===== config.mk =====
export PLATFORM = sky130hd
export DESIGN_NAME = alu_mul_sequencer_flat
export DESIGN_NICKNAME = d
export VERILOG_FILES = /design/src/rtl/alu_mul_sequencer_if.sv /design/src/rtl/alu_mul_sequencer.sv /design/src/flat_wrapper.sv
export SDC_FILE = /design/constraint.sdc
export NUM_CORES = 1
export LEC_CHECK = 0
export BUFFER_PORTS_ARGS = -buffer_cell sky130_fd_sc_hd__buf_2
export CAP_MARGIN = 20
export CORE_UTILIZATION = 25
export DETAILED_ROUTE_END_ITERATION = 8
export GPL_ROUTABILITY_DRIVEN = 0
export HOLD_SLACK_MARGIN = 0.03
export PLACE_DENSITY = 0.51
export SLEW_MARGIN = 20
export SYNTH_ARGS = -nofsm -noshare
export SYNTH_HDL_FRONTEND = slang
export SYNTH_SLANG_ARGS = --single-unit

===== constraint.sdc =====
create_clock -name iClk -period 2.1 [get_ports iClk]
set_input_delay 0.42 -clock iClk [delete_from_list [all_inputs] [get_ports iClk]]
set_output_delay 0.42 -clock iClk [all_outputs]
set_load 0.01 [all_outputs]

===== src/rtl/alu_mul_sequencer_if.sv =====
// Request/result handshake and shared-ALU port bundle for the shift-and-add multiplier.
// The sequencer takes the slave modport; the core/requester side takes master.
interface alu_mul_sequencer_if;
    logic        iValid;
    logic        oReady;
    logic [31:0] iDataA;
    logic [31:0] iDataB;
    logic        oValid;
    logic        iReady;
    logic [31:0] oResult;
    logic        oBusy;
    logic        oAluReq;
    logic [31:0] oAluA;
    logic [31:0] oAluB;
    logic [3:0]  oAluOp;
    logic [31:0] iAluResult;
    logic        iAluZero;

    modport slave (
        input  iValid, iDataA, iDataB, iReady, iAluResult, iAluZero,
        output oReady, oValid, oResult, oBusy, oAluReq, oAluA, oAluB, oAluOp
    );

    modport master (
        output iValid, iDataA, iDataB, iReady, iAluResult, iAluZero,
        input  oReady, oValid, oResult, oBusy, oAluReq, oAluA, oAluB, oAluOp
    );
endinterface


===== src/rtl/alu_mul_sequencer.sv =====
// Multi-cycle 32x32->32 multiplier that drives the shared ALU with ADD/SLL/SRL micro-ops.
// All outputs are registered; ALU operands for a state are prepared on the edge entering it.
module alu_mul_sequencer #(
    parameter bit EARLY_EXIT = 1'b1
) (
    input  logic                  iClk,
    input  logic                  iRst,
    alu_mul_sequencer_if.slave    bus
);
    localparam logic [3:0] OP_ADD = 4'b0000;
    localparam logic [3:0] OP_SLL = 4'b0001;
    localparam logic [3:0] OP_SRL = 4'b1001;

    typedef enum logic [2:0] {
        IDLE = 3'd0,
        ADD  = 3'd1,
        SHL  = 3'd2,
        SHR  = 3'd3,
        DONE = 3'd4
    } state_t;

    state_t      state_q, state_d;
    logic [31:0] acc_q, acc_d;
    logic [31:0] mcand_q, mcand_d;
    logic [31:0] mplier_q, mplier_d;
    logic [5:0]  iter_q, iter_d;

    logic        ready_q, ready_d;
    logic        valid_q, valid_d;
    logic        busy_q, busy_d;
    logic [31:0] result_q, result_d;
    logic        alu_req_q, alu_req_d;
    logic [31:0] alu_a_q, alu_a_d;
    logic [31:0] alu_b_q, alu_b_d;
    logic [3:0]  alu_op_q, alu_op_d;

    always_comb begin
        state_d  = state_q;
        acc_d    = acc_q;
        mcand_d  = mcand_q;
        mplier_d = mplier_q;
        iter_d   = iter_q;

        case (state_q)
            IDLE: begin
                if (bus.iValid) begin
                    acc_d    = 32'd0;
                    mcand_d  = bus.iDataA;
                    mplier_d = bus.iDataB;
                    iter_d   = 6'd0;
                    if (EARLY_EXIT && (bus.iDataB == 32'd0)) state_d = DONE;
                    else if (bus.iDataB[0])                  state_d = ADD;
                    else                                     state_d = SHL;
                end
            end
            ADD: begin
                acc_d   = bus.iAluResult;
                state_d = SHL;
            end
            SHL: begin
                mcand_d = bus.iAluResult;
                state_d = SHR;
            end
            SHR: begin
                mplier_d = bus.iAluResult;
                iter_d   = iter_q + 6'd1;
                if ((EARLY_EXIT && bus.iAluZero) || (iter_q == 6'd31)) state_d = DONE;
                else if (bus.iAluResult[0])                              state_d = ADD;
                else                                                     state_d = SHL;
            end
            DONE: begin
                if (bus.iReady) state_d = IDLE;
            end
            default: state_d = IDLE;
        endcase

        // Outputs are a function of the state being entered and the register values it will see.
        ready_d   = (state_d == IDLE);
        valid_d   = (state_d == DONE);
        busy_d    = (state_d != IDLE);
        result_d  = (state_d == DONE) ? acc_d : 32'd0;
        alu_req_d = 1'b0;
        alu_a_d   = 32'd0;
        alu_b_d   = 32'd0;
        alu_op_d  = OP_ADD;
        case (state_d)
            ADD: begin
                alu_req_d = 1'b1;
                alu_a_d   = acc_d;
                alu_b_d   = mcand_d;
                alu_op_d  = OP_ADD;
            end
            SHL: begin
                alu_req_d = 1'b1;
                alu_a_d   = mcand_d;
                alu_b_d   = 32'd1;
                alu_op_d  = OP_SLL;
            end
            SHR: begin
                alu_req_d = 1'b1;
                alu_a_d   = mplier_d;
                alu_b_d   = 32'd1;
                alu_op_d  = OP_SRL;
            end
            default: ;
        endcase
    end

    always_ff @(posedge iClk) begin
        if (iRst) begin
            state_q   <= IDLE;
            acc_q     <= 32'd0;
            mcand_q   <= 32'd0;
            mplier_q  <= 32'd0;
            iter_q    <= 6'd0;
            ready_q   <= 1'b1;
            valid_q   <= 1'b0;
            busy_q    <= 1'b0;
            result_q  <= 32'd0;
            alu_req_q <= 1'b0;
            alu_a_q   <= 32'd0;
            alu_b_q   <= 32'd0;
            alu_op_q  <= OP_ADD;
        end else begin
            state_q   <= state_d;
            acc_q     <= acc_d;
            mcand_q   <= mcand_d;
            mplier_q  <= mplier_d;
            iter_q    <= iter_d;
            ready_q   <= ready_d;
            valid_q   <= valid_d;
            busy_q    <= busy_d;
            result_q  <= result_d;
            alu_req_q <= alu_req_d;
            alu_a_q   <= alu_a_d;
            alu_b_q   <= alu_b_d;
            alu_op_q  <= alu_op_d;
        end
    end

    assign bus.oReady  = ready_q;
    assign bus.oValid  = valid_q;
    assign bus.oBusy   = busy_q;
    assign bus.oResult = result_q;
    assign bus.oAluReq = alu_req_q;
    assign bus.oAluA   = alu_a_q;
    assign bus.oAluB   = alu_b_q;
    assign bus.oAluOp  = alu_op_q;
endmodule


===== src/flat_wrapper.sv =====
// flat-port wrapper written by rule: the top's interface ports become plain ports
module alu_mul_sequencer_flat 
#(
    parameter bit EARLY_EXIT = 1'b1
)
  (iClk, iRst, bus_iValid, bus_iDataA, bus_iDataB, bus_iReady, bus_iAluResult, bus_iAluZero, bus_oReady, bus_oValid, bus_oResult, bus_oBusy, bus_oAluReq, bus_oAluA, bus_oAluB, bus_oAluOp);
  alu_mul_sequencer_if bus_i ();
  input  logic iClk;
  input  logic iRst;
  input wire logic [$bits(bus_i.iValid)-1:0] bus_iValid;
  input wire logic [$bits(bus_i.iDataA)-1:0] bus_iDataA;
  input wire logic [$bits(bus_i.iDataB)-1:0] bus_iDataB;
  input wire logic [$bits(bus_i.iReady)-1:0] bus_iReady;
  input wire logic [$bits(bus_i.iAluResult)-1:0] bus_iAluResult;
  input wire logic [$bits(bus_i.iAluZero)-1:0] bus_iAluZero;
  output wire logic [$bits(bus_i.oReady)-1:0] bus_oReady;
  output wire logic [$bits(bus_i.oValid)-1:0] bus_oValid;
  output wire logic [$bits(bus_i.oResult)-1:0] bus_oResult;
  output wire logic [$bits(bus_i.oBusy)-1:0] bus_oBusy;
  output wire logic [$bits(bus_i.oAluReq)-1:0] bus_oAluReq;
  output wire logic [$bits(bus_i.oAluA)-1:0] bus_oAluA;
  output wire logic [$bits(bus_i.oAluB)-1:0] bus_oAluB;
  output wire logic [$bits(bus_i.oAluOp)-1:0] bus_oAluOp;
  assign bus_i.iValid = bus_iValid;
  assign bus_i.iDataA = bus_iDataA;
  assign bus_i.iDataB = bus_iDataB;
  assign bus_i.iReady = bus_iReady;
  assign bus_i.iAluResult = bus_iAluResult;
  assign bus_i.iAluZero = bus_iAluZero;
  assign bus_oReady = bus_i.oReady;
  assign bus_oValid = bus_i.oValid;
  assign bus_oResult = bus_i.oResult;
  assign bus_oBusy = bus_i.oBusy;
  assign bus_oAluReq = bus_i.oAluReq;
  assign bus_oAluA = bus_i.oAluA;
  assign bus_oAluB = bus_i.oAluB;
  assign bus_oAluOp = bus_i.oAluOp;
  alu_mul_sequencer #(.EARLY_EXIT(EARLY_EXIT)) u_core (.iClk(iClk), .iRst(iRst), .bus(bus_i));
endmodule

=== Yosys cells after proc, flatten, opt, wreduce, memory -nomap -nowiden ===
Index checks and enable logic that the tools add are counted.

* Bits in registers: 209
* Bits in latches: 0
* Memory bits (writable): 0
* Bits in read-only memories: 0
* Logic and storage cells: 54
* Memories kept: 0

* Add/sub/neg operators: 1
* Multiply operators: 0
* Divide/modulo/power cells: 0
* Magnitude comparators: 0
* Eq/ne operators: 10
* Shift-type cells: 0
* Muxes and demuxes: 19
* Bitwise logic cells: 1
* Reduce and logical (&&, ||, !) cells: 10

{| class="wikitable"
|+ Operators by type and width
! cell !! number
|-
| 32-bit case mux with 2 select lines || 4
|-
| 32-bit two-way mux || 3
|-
| 32-bit case mux with 3 select lines || 1
|-
| 32-bit zero test || 1
|-
| 3-bit case mux with 5 select lines || 1
|-
| 3-bit by 2-bit equality test with 1-bit output (second input constant) || 4
|-
| 3-bit two-way mux || 4
|-
| 6-bit case mux with 2 select lines || 1
|-
| 4-bit case mux with 2 select lines || 1
|-
| 6-bit by 1-bit adder with 6-bit output (second input constant) || 1
|-
| 3-bit by 1-bit equality test with 1-bit output (second input constant) || 2
|-
| 3-bit equality test (second input constant) || 2
|-
| 6-bit by 5-bit equality test with 1-bit output (second input constant) || 1
|-
| 3-bit zero test || 2
|-
| 6-bit two-way mux || 1
|-
| 2-bit two-way mux || 2
|-
| 2-bit OR reduction || 2
|-
| 3-bit nonzero test || 1
|-
| 3-bit OR reduction || 1
|-
| 2-bit != test (second input constant) || 1
|-
| 2-bit AND reduction || 1
|-
| 2-bit nonzero test || 1
|-
| 1-bit logical OR || 1
|-
| 1-bit two-way mux || 1
|-
| 1-bit inverter || 1
|}

=== Logic depth before layout (Yosys ltp) ===
* Depth in word-level cells: 7
* Mapped depth: 8
* Mapped depth without buffers: 7

=== Least setup slack after synthesis ===
No wires, ideal clock.

* Kind: flip-flop to flip-flop
* From: reg u_core.iter_q[0]
* To: reg u_core.alu_a_q[0] (netlist: u_core.bus.oAluA[0])
* Setup time: 0.073 ns
* Arrival time: 1.797 ns
* Path slack: 0.229 ns
* Stages on the path, launching flop included: 8
* Path through: dfxtp_1 > ha_1 > and3_1 > a211oi_1 > o21ai_1 > a211o_4 > buf_6 > o211ai_2

* Word-level cells in the longest chain between the ends: 6
* Elaborated cells on any way between the ends: 8
* Those cells by class: 4 x eq/ne; 3 x mux; 1 x reduce/logical

{| class="wikitable"
|+ RTL lines
! element !! line !! source
|-
| start, declared || alu_mul_sequencer.sv:26 || <nowiki>logic [5:0] iter_q, iter_d;</nowiki>
|-
| start signal, assigned || alu_mul_sequencer.sv:129 || <nowiki>iter_q <= iter_d;</nowiki>
|-
| 6-bit by 5-bit equality test with 1-bit output (*) || alu_mul_sequencer.sv:67 || <nowiki>if ((EARLY_EXIT && bus.iAluZero) || (iter_q == 6'd31)) state_d = DONE;</nowiki>
|-
| 1-bit logical OR (*) || alu_mul_sequencer.sv:67 ||
|-
| 3-bit two-way mux (*) || alu_mul_sequencer.sv:67 ||
|-
| 3-bit case mux with 5 select lines (*) || alu_mul_sequencer.sv:44 || <nowiki>case (state_q)</nowiki>
|-
| 3-bit by 2-bit equality test with 1-bit output or 3-bit by 1-bit equality test with 1-bit output (tied branches) || alu_mul_sequencer.sv:86 || <nowiki>case (state_d)</nowiki>
|-
| 32-bit case mux with 3 select lines (*) || alu_mul_sequencer.sv:86 ||
|-
| end signal, assigned || alu_mul_sequencer.sv:135 || <nowiki>alu_a_q <= alu_a_d;</nowiki>
|-
| end, declared || alu_mul_sequencer.sv:33 || <nowiki>logic [31:0] alu_a_q, alu_a_d;</nowiki>
|}

Every way passes the cells marked *; elsewhere a longest branch is shown, timed or not.
A chain may end at the register's enable or synchronous reset.

=== Worst setup path in the final report ===
* From: reg u_core.state_q[0]
* To: reg u_core.result_q[27] (netlist: u_core.bus.oResult[27])

* Word-level cells in the longest chain between the ends: 5
* Elaborated cells on any way between the ends: 12
* Those cells by class: 5 x eq/ne; 4 x mux; 1 x bitwise; 2 x reduce/logical

{| class="wikitable"
|+ RTL lines
! element !! line !! source
|-
| start, declared || alu_mul_sequencer.sv:22 || <nowiki>state_t state_q, state_d;</nowiki>
|-
| start signal, assigned || alu_mul_sequencer.sv:125 || <nowiki>state_q <= state_d;</nowiki>
|-
| 3-bit equality test, or another cell as far along || alu_mul_sequencer.sv:44 ||
|-
| 3-bit case mux with 5 select lines || alu_mul_sequencer.sv:44 ||
|-
| 3-bit equality test || alu_mul_sequencer.sv:81 || <nowiki>result_d = (state_d == DONE) ? acc_d : 32'd0;</nowiki>
|-
| 1-bit inverter (no line) || -- ||
|-
| 2-bit OR reduction (no line) || -- ||
|-
| end signal, assigned || alu_mul_sequencer.sv:133 || <nowiki>result_q <= result_d;</nowiki>
|-
| end, declared || alu_mul_sequencer.sv:31 || <nowiki>logic [31:0] result_q, result_d;</nowiki>
|}

Parallel ways exist; a longest one is shown, timed or not.

==> impl_metrics.json <==
{
  "final-hold-violation-count": 0,
  "fin_hold_ws_ns": 0.197,
  "irDropWorstVdd_uv": 539,
  "endpoint_kind": "flop",
  "mostFrequentLayoutCells": "dfxtp_1, buf_2, a21oi_1, nor2_1, nand2_1",
  "clkTransAtPathRegs_ns": 0.06,
  "worstPathMaxFanout": 23,
  "maxCapViolCount": 0,
  "grt_pass1_wl_mm": 40.9,
  "met1_length_mm": 12.3,
  "drc": 0,
  "layout_min_cycle_time_ns": 2.00,
  "critical_path.top_delay_family": "buffers and inverters",
  "synth_warnings": 0,
  "antenna_found_initial": 1,
  "routedWlPerCell_um": 19.0,
  "die-area_mm2": 0.0317,
  "cts_tree": "built",
  "antenna_left": 0,
  "crit_end": "u_core.bus.oResult[27]",
  "multi_input_area_mm2": 0.00332,
  "rr_worst_depth": 7,
  "criticalPathCategory": "flop to flop",
  "io_buffers": 202,
  "status": "complete, no violations",
  "p_per_area_mw_per_mm2": 1020,
  "drtIter0Drc": 461,
  "nets": 1137,
  "rsz0062_at_grt": "no",
  "synth-seq-cells": 207,
  "clockBufferDepth": 3,
  "fp.dieW_um": 178,
  "cp-startpoint": "u_core.state_q[0]",
  "min_period_over_period_pct": 95.3,
  "met3RoutedLength_mm": 1.77,
  "timing.rr.start": "u_core.state_q[0]",
  "slowest_delay_ns": 0.35,
  "r2r_end": "u_core.bus.oResult[27]",
  "slew_violations": 0,
  "syn_to_final_growth_pct": 35.6,
  "fillers": 3122,
  "arrival_ns": 2.43,
  "netlist_area_mm2": 0.00774,
  "ctsRootBufferMaster": "clkbuf_16",
  "fmax_mhz": 500,
  "register_area_mm2": 0.00415,
  "ios": 205,
  "syn_avg_cell_area_um2": 9.65,
  "crit_path_cell_trace": "buf_12, nor4b_4, buf_12, nand3_1, a31o_2, buf_4, a21oi_1",
  "routed_via_density": 4.80,
  "ys_types": 49,
  "grt_max_degree": 48,
  "routed_wirelength_mm": 27.5,
  "ys_seq_area_share_pct": 53.5,
  "reg2reg_slack_ns": 0.1,
  "numCtsBuffers": 25,
  "top_layer": "met5",
  "grt_pass1_vias": 6674,
  "skew_ns": 0.0122,
  "min_path_type": "input pin to flop",
  "start_util_pct": 25.4,
  "vias": 6927,
  "drt-pass1-iter-count": 5,
  "dp_hpwl_mm": 18.7,
  "cp.depth": 7,
  "clock-sinks": 207,
  "clk_latency_ns": 0.52,
  "cp_num_buf_inv": 3,
  "core-area_mm2": 0.0305,
  "synth_cells": 802,
  "setup_viol": 0,
  "routed-wl-met2_mm": 12.8,
  "worst_path_most_repeated_cell": "buf_12",
  "htree_num_levels": 1,
  "start_kind": "flop",
  "cp.required_ns": 2.53,
  "rows": 64,
  "grtUsageTotal_pct": 17.2,
  "final_common_cell": "dfxtp_1",
  "p_leak_nw": 4.60,
  "antenna_cells": 0,
  "gr-total-overflow": 0,
  "die_y_um": 178,
  "slowest_stage": "nor4b_4",
  "drive_above_1_share_pct": 36.8,
  "setup_tns_ns": 0
}
==> cell usage after synthesis, drive strengths merged <==
master / count / share of area, %
a211o: 2 / 0.34
a22oi: 17 / 1.6
nor2b: 3 / 0.24
o211ai: 32 / 5.0
nand2: 65 / 3.2
a31oi: 2 / 0.16
nand2b: 2 / 0.16
a22o: 47 / 5.3
a31o: 2 / 0.23
and3: 1 / 0.081
nor4b: 1 / 0.31
nand4: 1 / 0.081
buf: 29 / 2.6
dfxtp: 207 / 54
inv: 3 / 0.15
a211oi: 3 / 0.29
or4b: 1 / 0.13
and4: 2 / 0.23
nand3b: 5 / 0.65
a21oi: 118 / 8.1
conb: 1 / 0.048
o21a: 1 / 0.097
or2: 2 / 0.16
clkbuf: 36 / 1.7
nand3: 34 / 2.2
a21bo: 16 / 2.1
nor3b: 2 / 0.32
and3b: 1 / 0.11
o221ai: 1 / 0.11
nor4: 8 / 0.65
a21o: 15 / 1.5
nor3: 2 / 0.13
mux2: 1 / 0.15
ha: 1 / 0.16
and2: 18 / 1.5
nor2: 85 / 4.4
o21ai: 35 / 2.3
==> report_power, final <==
group / internal [W] / switching (W) / total [W]
clock: 0.00270 / 0.00169 / 0.00438
sequential: 0.00423 / 0.000103 / 0.00433
combinational: 0.000792 / 0.00121 / 0.00200
total: 0.00772 / 0.00299 / 0.0107
==> worst register-to-register path: stages, from the launching register on <==
cell and delay (ns):
dfxtp_1 0.32, buf_12 0.15, nor4b_4 0.36, buf_12 0.25
nand3_1 0.11, a31o_2 0.27, buf_4 0.25, a21oi_1 0.21
==> metal layers <==
metal / vias up / global-route usage [%]
met5: - / 0
met2: 222 / 28.3
met1: 3352 / 22.9
li1: 3312 / -
met3: 39 / 3.05
met4: 2 / 4.74
==> stage by stage <==
stage	instances	util [%]	power, W	worst slack [ns]	area (µm²)
global route	1444	34.4	0.0112	0.0189	10500
global placement	1402	31.5	0.00638	-0.364	9610
CTS	1444	34.3	0.0109	0.0000260	10500
detailed placement	1402	31.5	0.00639	-0.309	9610
finish	1444	34.4	0.0107	0.0990	10500
floorplan	803	-	0.00548	0.229	7750
==> registers in the layout (all words and copies together), names as in the netlist, 3 cells and up <==
name	count
u_core.iter_q	6
u_core.acc_q	32
u_core.mplier_q	32
u_core.bus.oResult	32
u_core.mcand_q	32
u_core.state_q	3
u_core.bus.oAluB	32
u_core.bus.oAluA	32
==> worst min-delay path by stage <==
stage / startpoint / end / slack [ns] / cells after the start
global placement: u_core.mplier_q[17] / u_core.mplier_q[17] / 0.45 / 2
finish: bus_iAluResult[26] / u_core.bus.oResult[26] / 0.20 / 3
floorplan: u_core.mplier_q[0] / u_core.mplier_q[0] / 0.44 / 2
global route: bus_iAluResult[23] / u_core.bus.oResult[23] / 0.19 / 3
detailed placement: u_core.mplier_q[18] / u_core.mplier_q[18] / 0.46 / 2
CTS: bus_iAluResult[26] / u_core.bus.oResult[26] / 0.17 / 3
==> cell families (layout without fill, tap and decap cells) <==
kind of cell	count (synthesis)	after routing	share of synthesized area [%]
adders and majority gates	1	1	0.162
buffers and inverters	68	313	4.51
muxes	1	1	0.145
DFF	207	207	53.5
and+or+nand+nor	233	233	14.5
other	1	2	0.0484
AOI/OAI and AO/OA	291	291	27.1
==> area by class of cell <==
| cell class | instances | area share, % |
|---|---|---|
| Sequential cell | 207 | 39.5 |
| Clock buffer | 30 | 6.61 |
| Timing Repair Buffer | 270 | 16.2 |
| Multi-Input combinational cell | 528 | 31.6 |
| Inverter | 3 | 0.107 |
| Tap cell | 396 | 4.72 |
| Clock inverter | 10 | 1.29 |
==> what timing repair did <==
item                                    in CTS  in global routing
gates cloned                                 1                  0
buffers inserted                             1                  0
gates resized for setup                      1                  5
pin swaps                                    1                  2
endpoints found under the setup margin      17                 50
hold buffers                                 0                  0
Power figures use the tool's default switching activity.
